File: config.mk
export PLATFORM = sky130hd
export DESIGN_NAME = lc3_disp_uart
export DESIGN_NICKNAME = d
export VERILOG_FILES = /design/src/rtl/lc3_disp_uart.sv
export SDC_FILE = /design/constraint.sdc
export NUM_CORES = 1
export LEC_CHECK = 0
export BUFFER_PORTS_ARGS = -buffer_cell sky130_fd_sc_hd__buf_2
export CORE_MARGIN = 2
export CORE_UTILIZATION = 56
export DETAILED_ROUTE_END_ITERATION = 10
export MAX_ROUTING_LAYER = met4
export PLACE_DENSITY = 0.84
export SETUP_SLACK_MARGIN = 0.02
export SYNTH_ARGS = -nofsm -noshare
export SYNTH_HDL_FRONTEND = slang
export SYNTH_SLANG_ARGS = --single-unit
File: constraint.sdc
create_clock -name clk -period 3.2 [get_ports clk]
set_input_delay 0.16 -clock clk [delete_from_list [all_inputs] [get_ports clk]]
set_output_delay 0.16 -clock clk [all_outputs]
set_load 0.02 [all_outputs]
File: src/rtl/lc3_disp_uart.sv
// LC-3 display stage: captures DDR writes, returns DSR, sends 8N1 UART.
// Define LC3_DISP_FIFO_EN for a 4-entry queue instead of one holding register.
module lc3_disp_uart #(
  parameter int CLK_DIV = 16
) (
  input  logic        clk,
  input  logic        rst,
  input  logic [15:0] ddr_data,
  input  logic        ddr_wr,
  output logic [15:0] dsr,
  output logic        tx,
  output logic        busy
);

  typedef enum logic [1:0] {
    S_IDLE,
    S_START,
    S_DATA,
    S_STOP
  } state_t;

  localparam logic [15:0] BAUD_TOP = 16'(CLK_DIV - 1);

  state_t      state_q, state_d;
  logic [15:0] baud_q, baud_d;
  logic [2:0]  bit_q, bit_d;
  logic [7:0]  shift_q, shift_d;
  logic        tx_q, tx_d;
  logic        ready_q, ready_d;
  logic        ovr_q, ovr_d;

  logic        wr_acc;
  logic        pop;
  logic        buf_empty;
  logic [7:0]  buf_head;

  // Only the low byte goes on the wire
  logic unused_hi;
  assign unused_hi = ^ddr_data[15:8];

  assign wr_acc = ddr_wr & ready_q;
  assign pop    = (state_q == S_IDLE) & ~buf_empty;

`ifdef LC3_DISP_FIFO_EN
  logic [7:0] mem_q [4];
  logic [1:0] wp_q, rp_q;
  logic [2:0] cnt_q, cnt_d;

  always_comb begin
    cnt_d = cnt_q + {2'b00, wr_acc} - {2'b00, pop};
  end

  always_ff @(posedge clk) begin
    if (wr_acc) begin
      mem_q[wp_q] <= ddr_data[7:0];
    end
  end

  always_ff @(posedge clk or posedge rst) begin
    if (rst) begin
      wp_q  <= 2'd0;
      rp_q  <= 2'd0;
      cnt_q <= 3'd0;
    end else begin
      if (wr_acc) begin
        wp_q <= wp_q + 2'd1;
      end
      if (pop) begin
        rp_q <= rp_q + 2'd1;
      end
      cnt_q <= cnt_d;
    end
  end

  assign buf_empty = (cnt_q == 3'd0);
  assign buf_head  = mem_q[rp_q];
  assign ready_d   = (cnt_d != 3'd4);
`else
  logic [7:0] hold_q;
  logic       full_q, full_d;

  always_comb begin
    full_d = wr_acc | (full_q & ~pop);
  end

  always_ff @(posedge clk or posedge rst) begin
    if (rst) begin
      hold_q <= 8'h00;
      full_q <= 1'b0;
    end else begin
      if (wr_acc) begin
        hold_q <= ddr_data[7:0];
      end
      full_q <= full_d;
    end
  end

  assign buf_empty = ~full_q;
  assign buf_head  = hold_q;
  assign ready_d   = ~full_d;
`endif

  assign ovr_d = ovr_q | (ddr_wr & ~ready_q);

  always_ff @(posedge clk or posedge rst) begin
    if (rst) begin
      state_q <= S_IDLE;
    end else begin
      state_q <= state_d;
    end
  end

  always_comb begin
    state_d = state_q;
    baud_d  = baud_q;
    bit_d   = bit_q;
    shift_d = shift_q;
    unique case (state_q)
      S_IDLE: begin
        if (pop) begin
          state_d = S_START;
          shift_d = buf_head;
          baud_d  = BAUD_TOP;
          bit_d   = 3'd0;
        end
      end
      S_START: begin
        if (baud_q == 16'd0) begin
          state_d = S_DATA;
          baud_d  = BAUD_TOP;
          bit_d   = 3'd0;
        end else begin
          baud_d = baud_q - 16'd1;
        end
      end
      S_DATA: begin
        if (baud_q == 16'd0) begin
          shift_d = {1'b0, shift_q[7:1]};
          baud_d  = BAUD_TOP;
          if (bit_q == 3'd7) begin
            state_d = S_STOP;
          end else begin
            bit_d = bit_q + 3'd1;
          end
        end else begin
          baud_d = baud_q - 16'd1;
        end
      end
      S_STOP: begin
        if (baud_q == 16'd0) begin
          state_d = S_IDLE;
          baud_d  = 16'd0;
        end else begin
          baud_d = baud_q - 16'd1;
        end
      end
    endcase
  end

  // Line level is registered from the next state so tx changes with the state
  always_comb begin
    tx_d = 1'b1;
    unique case (state_d)
      S_IDLE:  tx_d = 1'b1;
      S_START: tx_d = 1'b0;
      S_DATA:  tx_d = shift_d[0];
      S_STOP:  tx_d = 1'b1;
    endcase
  end

  always_ff @(posedge clk or posedge rst) begin
    if (rst) begin
      baud_q  <= 16'd0;
      bit_q   <= 3'd0;
      shift_q <= 8'h00;
    end else begin
      baud_q  <= baud_d;
      bit_q   <= bit_d;
      shift_q <= shift_d;
    end
  end

  always_ff @(posedge clk or posedge rst) begin
    if (rst) begin
      tx_q    <= 1'b1;
      ready_q <= 1'b1;
      ovr_q   <= 1'b0;
    end else begin
      tx_q    <= tx_d;
      ready_q <= ready_d;
      ovr_q   <= ovr_d;
    end
  end

  assign tx   = tx_q;
  assign busy = (state_q != S_IDLE);
  assign dsr  = {ready_q, ovr_q, 14'h0000};

endmodule
==> run_results.csv <==
group,metric,value,unit
run_status,outcome,"finished clean",
synth,yosys.area.top_type,"dfrtp_1",
power,p_seq_share,54.7,%
grt,grt_use_total,20.4,%
power,power.switching,238,uW
synth,synthMuxAreaShare,7.53,%
route,drc_errors,0,
finish,layout_commonest_cell,"dfrtp_1",
power,p_leak,1.18,nW
synth,synth_compound_area_share,15.8,%
floorplanning,initial_utilization,58.5,%
min_path,hold_depth,2,
power,clockPowerShare,38.3,%
route,wire_per_inst,14.2,um
floorplanning,die_w,68.9,um
finish,final_nets,272,
synth,synthXorXnorAreaFrac,1.86,%
cts,ctsHtreeMaxLevel,2,
critical_path,worst-r2r-cell-count,10,
timing,hold_viol,0,
power,vdd_ir_drop_max,0.331,mV
synth,avgSynthCellArea,10.4,um2
placement,dpl.hpwl,2860,um
grt,grt_pass1_wl,6880,um
timing,drv_slew,0,
cts,root_buffer,"clkbuf_8",
synth,synth_seq_cells,41,
floorplanning,dieArea,4750,um2
critical_path,required,3410,ps
power,combinationalPowerShare,7.0,%
finish,layout-drive-gt1-share,21.8,%
synth,synth-seq-area-share,43.6,%
route,routed_wirelength,4160,um
finish,area_delta_synth_final,7.22,%
floorplanning,ios,37,
grt,antenna_found_initial,0,
timing,clock_skew,7.57,ps
critical_path,r2r-start,"baud_q[0]",
route,dr_total_vias,1680,
power,p_sw_share,22.4,%
timing,slew_headroom,57.3,%
timing,tns,0,ps
route,drtIter0Drc,112,
power,finalPower,1.06,mW
critical_path,crit_path_start_kind,"register",
synth,ys_warn_count,0,
timing,post-route-min-period,2540,ps
power,p_per_area,420,nW/um2
synth,synth_edf_count,0,
synth,ys_top_cells_by_area,"dfrtp_1 41%, mux2_2 6.7%, ha_1 5.8%",
critical_path,crit_fanout,13,
route,drtPass1Iterations,4,
critical_path,cpMaxStageDelayCell,"dfrtp_1",
synth,syn_inst,227,
synth,async_reset_ff_share,100,%
critical_path,timing.critical_path.mode_cell,"ha_1",
critical_path,cp-end-kind,"register",
critical_path,arrival,2750,ps
synth,synth_fa_ha_area_share,5.84,%
grt,overflow,0,
synth,ys.flop_type,"dfrtp_1",
timing,fmax,0.393,GHz
synth,synthSimpleGateAreaFrac,16.6,%
critical_path,path_class,"reg -> reg",
grt,grt_pass1_vias,1596,
critical_path,critPathMaxStageDelay,420,ps
cts,insertion_delay,300,ps
placement,dpl_cell_area,2410,um2
finish,post-route-util,62.8,%
route,viasPerCell,5.73,
finish,antenna_cells,0,
floorplanning,core_area,4030,um2
min_path,min_from,"ddr_wr",
finish,fillers,330,
floorplanning,rows,23,
synth,synthesis.area,2360,um2
job,drv_cap,0,
floorplanning,die_y,68.9,um
power,internal_power,825,uW
critical_path,r2r-end,"tx",
cts,cts_setup_buffers,0,
cts,cts_sinks,41,
cts,cts_made_buffers,5,
finish,final_cell_mix,"39 x dfrtp_1, 19 x nor2_1, 15 x a21oi_1",
route,postRouteAntennaNets,0,
synth,netlist-cell-type-count,46,
placement,place_ws,744,ps
min_path,hold_path.class,"in -> reg",
synth,synth_top_area_share,41.4,%
placement,gp_congestion,0.819,
cts,clockBufferDepth,2,
timing,setup_viol,0,
placement,numPortBuffers,14,
grt,grt_max_degree,42,
min_path,min_to,"ovr_q",
finish,final_cell_area,2530,um2
timing,period_share,79.5,%
critical_path,crit_path_cell_trace,"inv_1 > ha_1 > nor4b_2 > and4_1 > buf_4 > nor2_1 > o31ai_1 > ha_1 > a21oi_1 > a311oi_2",
timing,worst_slew_pin_slew,640,ps
timing,rsz0062_at_grt,"no",
synth,synth_top_family_by_area,"simple AND/OR/NAND/NOR gates",
cts,cts_tree,"yes",
critical_path,ff2ff_setup_slack,660,ps
cts,clk_pin_slew,80,ps
timing,worst_slack,657,ps
worst max path at each step:
stage              start  endpoint  slack (ps)
6_report       baud_q[0]        tx         660
5_1_grt        baud_q[0]        tx         410
4_1_cts        baud_q[0]        tx         660
3_5_place_dp   baud_q[0]        tx         740
3_3_place_gp   baud_q[0]        tx         800
2_1_floorplan  baud_q[0]        tx         940
cells in the mapped netlist, types with 2 or more instances:
library cell,number
a21o_1,2
a21oi_1,15
a31o_2,2
a32o_1,6
buf_4,17
clkbuf_1,5
dfrtp_1,39
dfstp_2,2
ha_1,11
inv_1,14
mux2_2,14
mux2i_1,2
nand2_1,7
nand2b_1,3
nand3_1,4
nand4_1,3
nor2_1,19
nor3_1,6
nor4_1,3
nor4_2,3
o21ai_0,9
o22ai_1,2
o31ai_1,5
or2_2,2
or3_1,4
or4_1,4
xor2_1,5
power groups by stage:
stage	Clock [mW]	Combinational, mW	Sequential [mW]
2_1_floorplan	0	0.0750	0.583
3_3_place_gp	0	0.0723	0.589
3_5_place_dp	0	0.0752	0.591
4_1_cts	0.414	0.0761	0.581
5_1_grt	0.435	0.0832	0.586
6_report	0.407	0.0745	0.581
per-layer routing:
metal	wire (um)	track usage, %	part of all wire, %
met1	1890	24.8	45
met2	2050	32.5	49
met3	143	4.55	3.4
met4	69	9.56	1.7
met5	0	-	0
metrics by stage:
stage / hold WS, ps / instances
after floorplan: 281 / 240
after global placement: 310 / 284
after detailed placement: 312 / 284
after CTS: 80.6 / 293
after global routing: 81.0 / 293
final: 86.6 / 293
cell type report:
cell class	count	area [um2]	area share, %
repair buffers	18	103	4.06
multi-input cells	162	1170	46.5
well taps	50	62.6	2.47
flip-flops and latches	41	1030	40.7
clock inverters	2	35.0	1.39
inverters	14	52.6	2.08
clock buffers	6	72.6	2.87
registers in the layout, summed over array words and instances (netlist names):
register	count
ovr_q	1
buf_head	8
tx	1
state_q	2
full_q	1
ready_q	1
bit_q	3
shift_q	8
baud_q	16
cells by family after synthesis:
kind of cell    after synthesis
other cells                   1
buf+inv                      37
fa+ha+maj                    11
flops                        41
compound gates               50
mux                          16
simple gates                 66
xor+xnor                      5
worst max-delay path: cells and delay by family, from the launching register on:
| family | cells | cell delay [ps] |
|---|---|---|
| and+or+nand+nor | 3 | 680 |
| DFF | 1 | 420 |
| adders and majority gates | 2 | 460 |
| buffers and inverters | 2 | 300 |
| AOI/OAI and AO/OA | 3 | 590 |
what timing repair did:
action | CTS | global route
resized for setup | 0 | 0
hold buffers | 1 | 0
endpoints found under the hold margin | 35 | 0
Note: power is estimated with default switching activity, not from simulation.
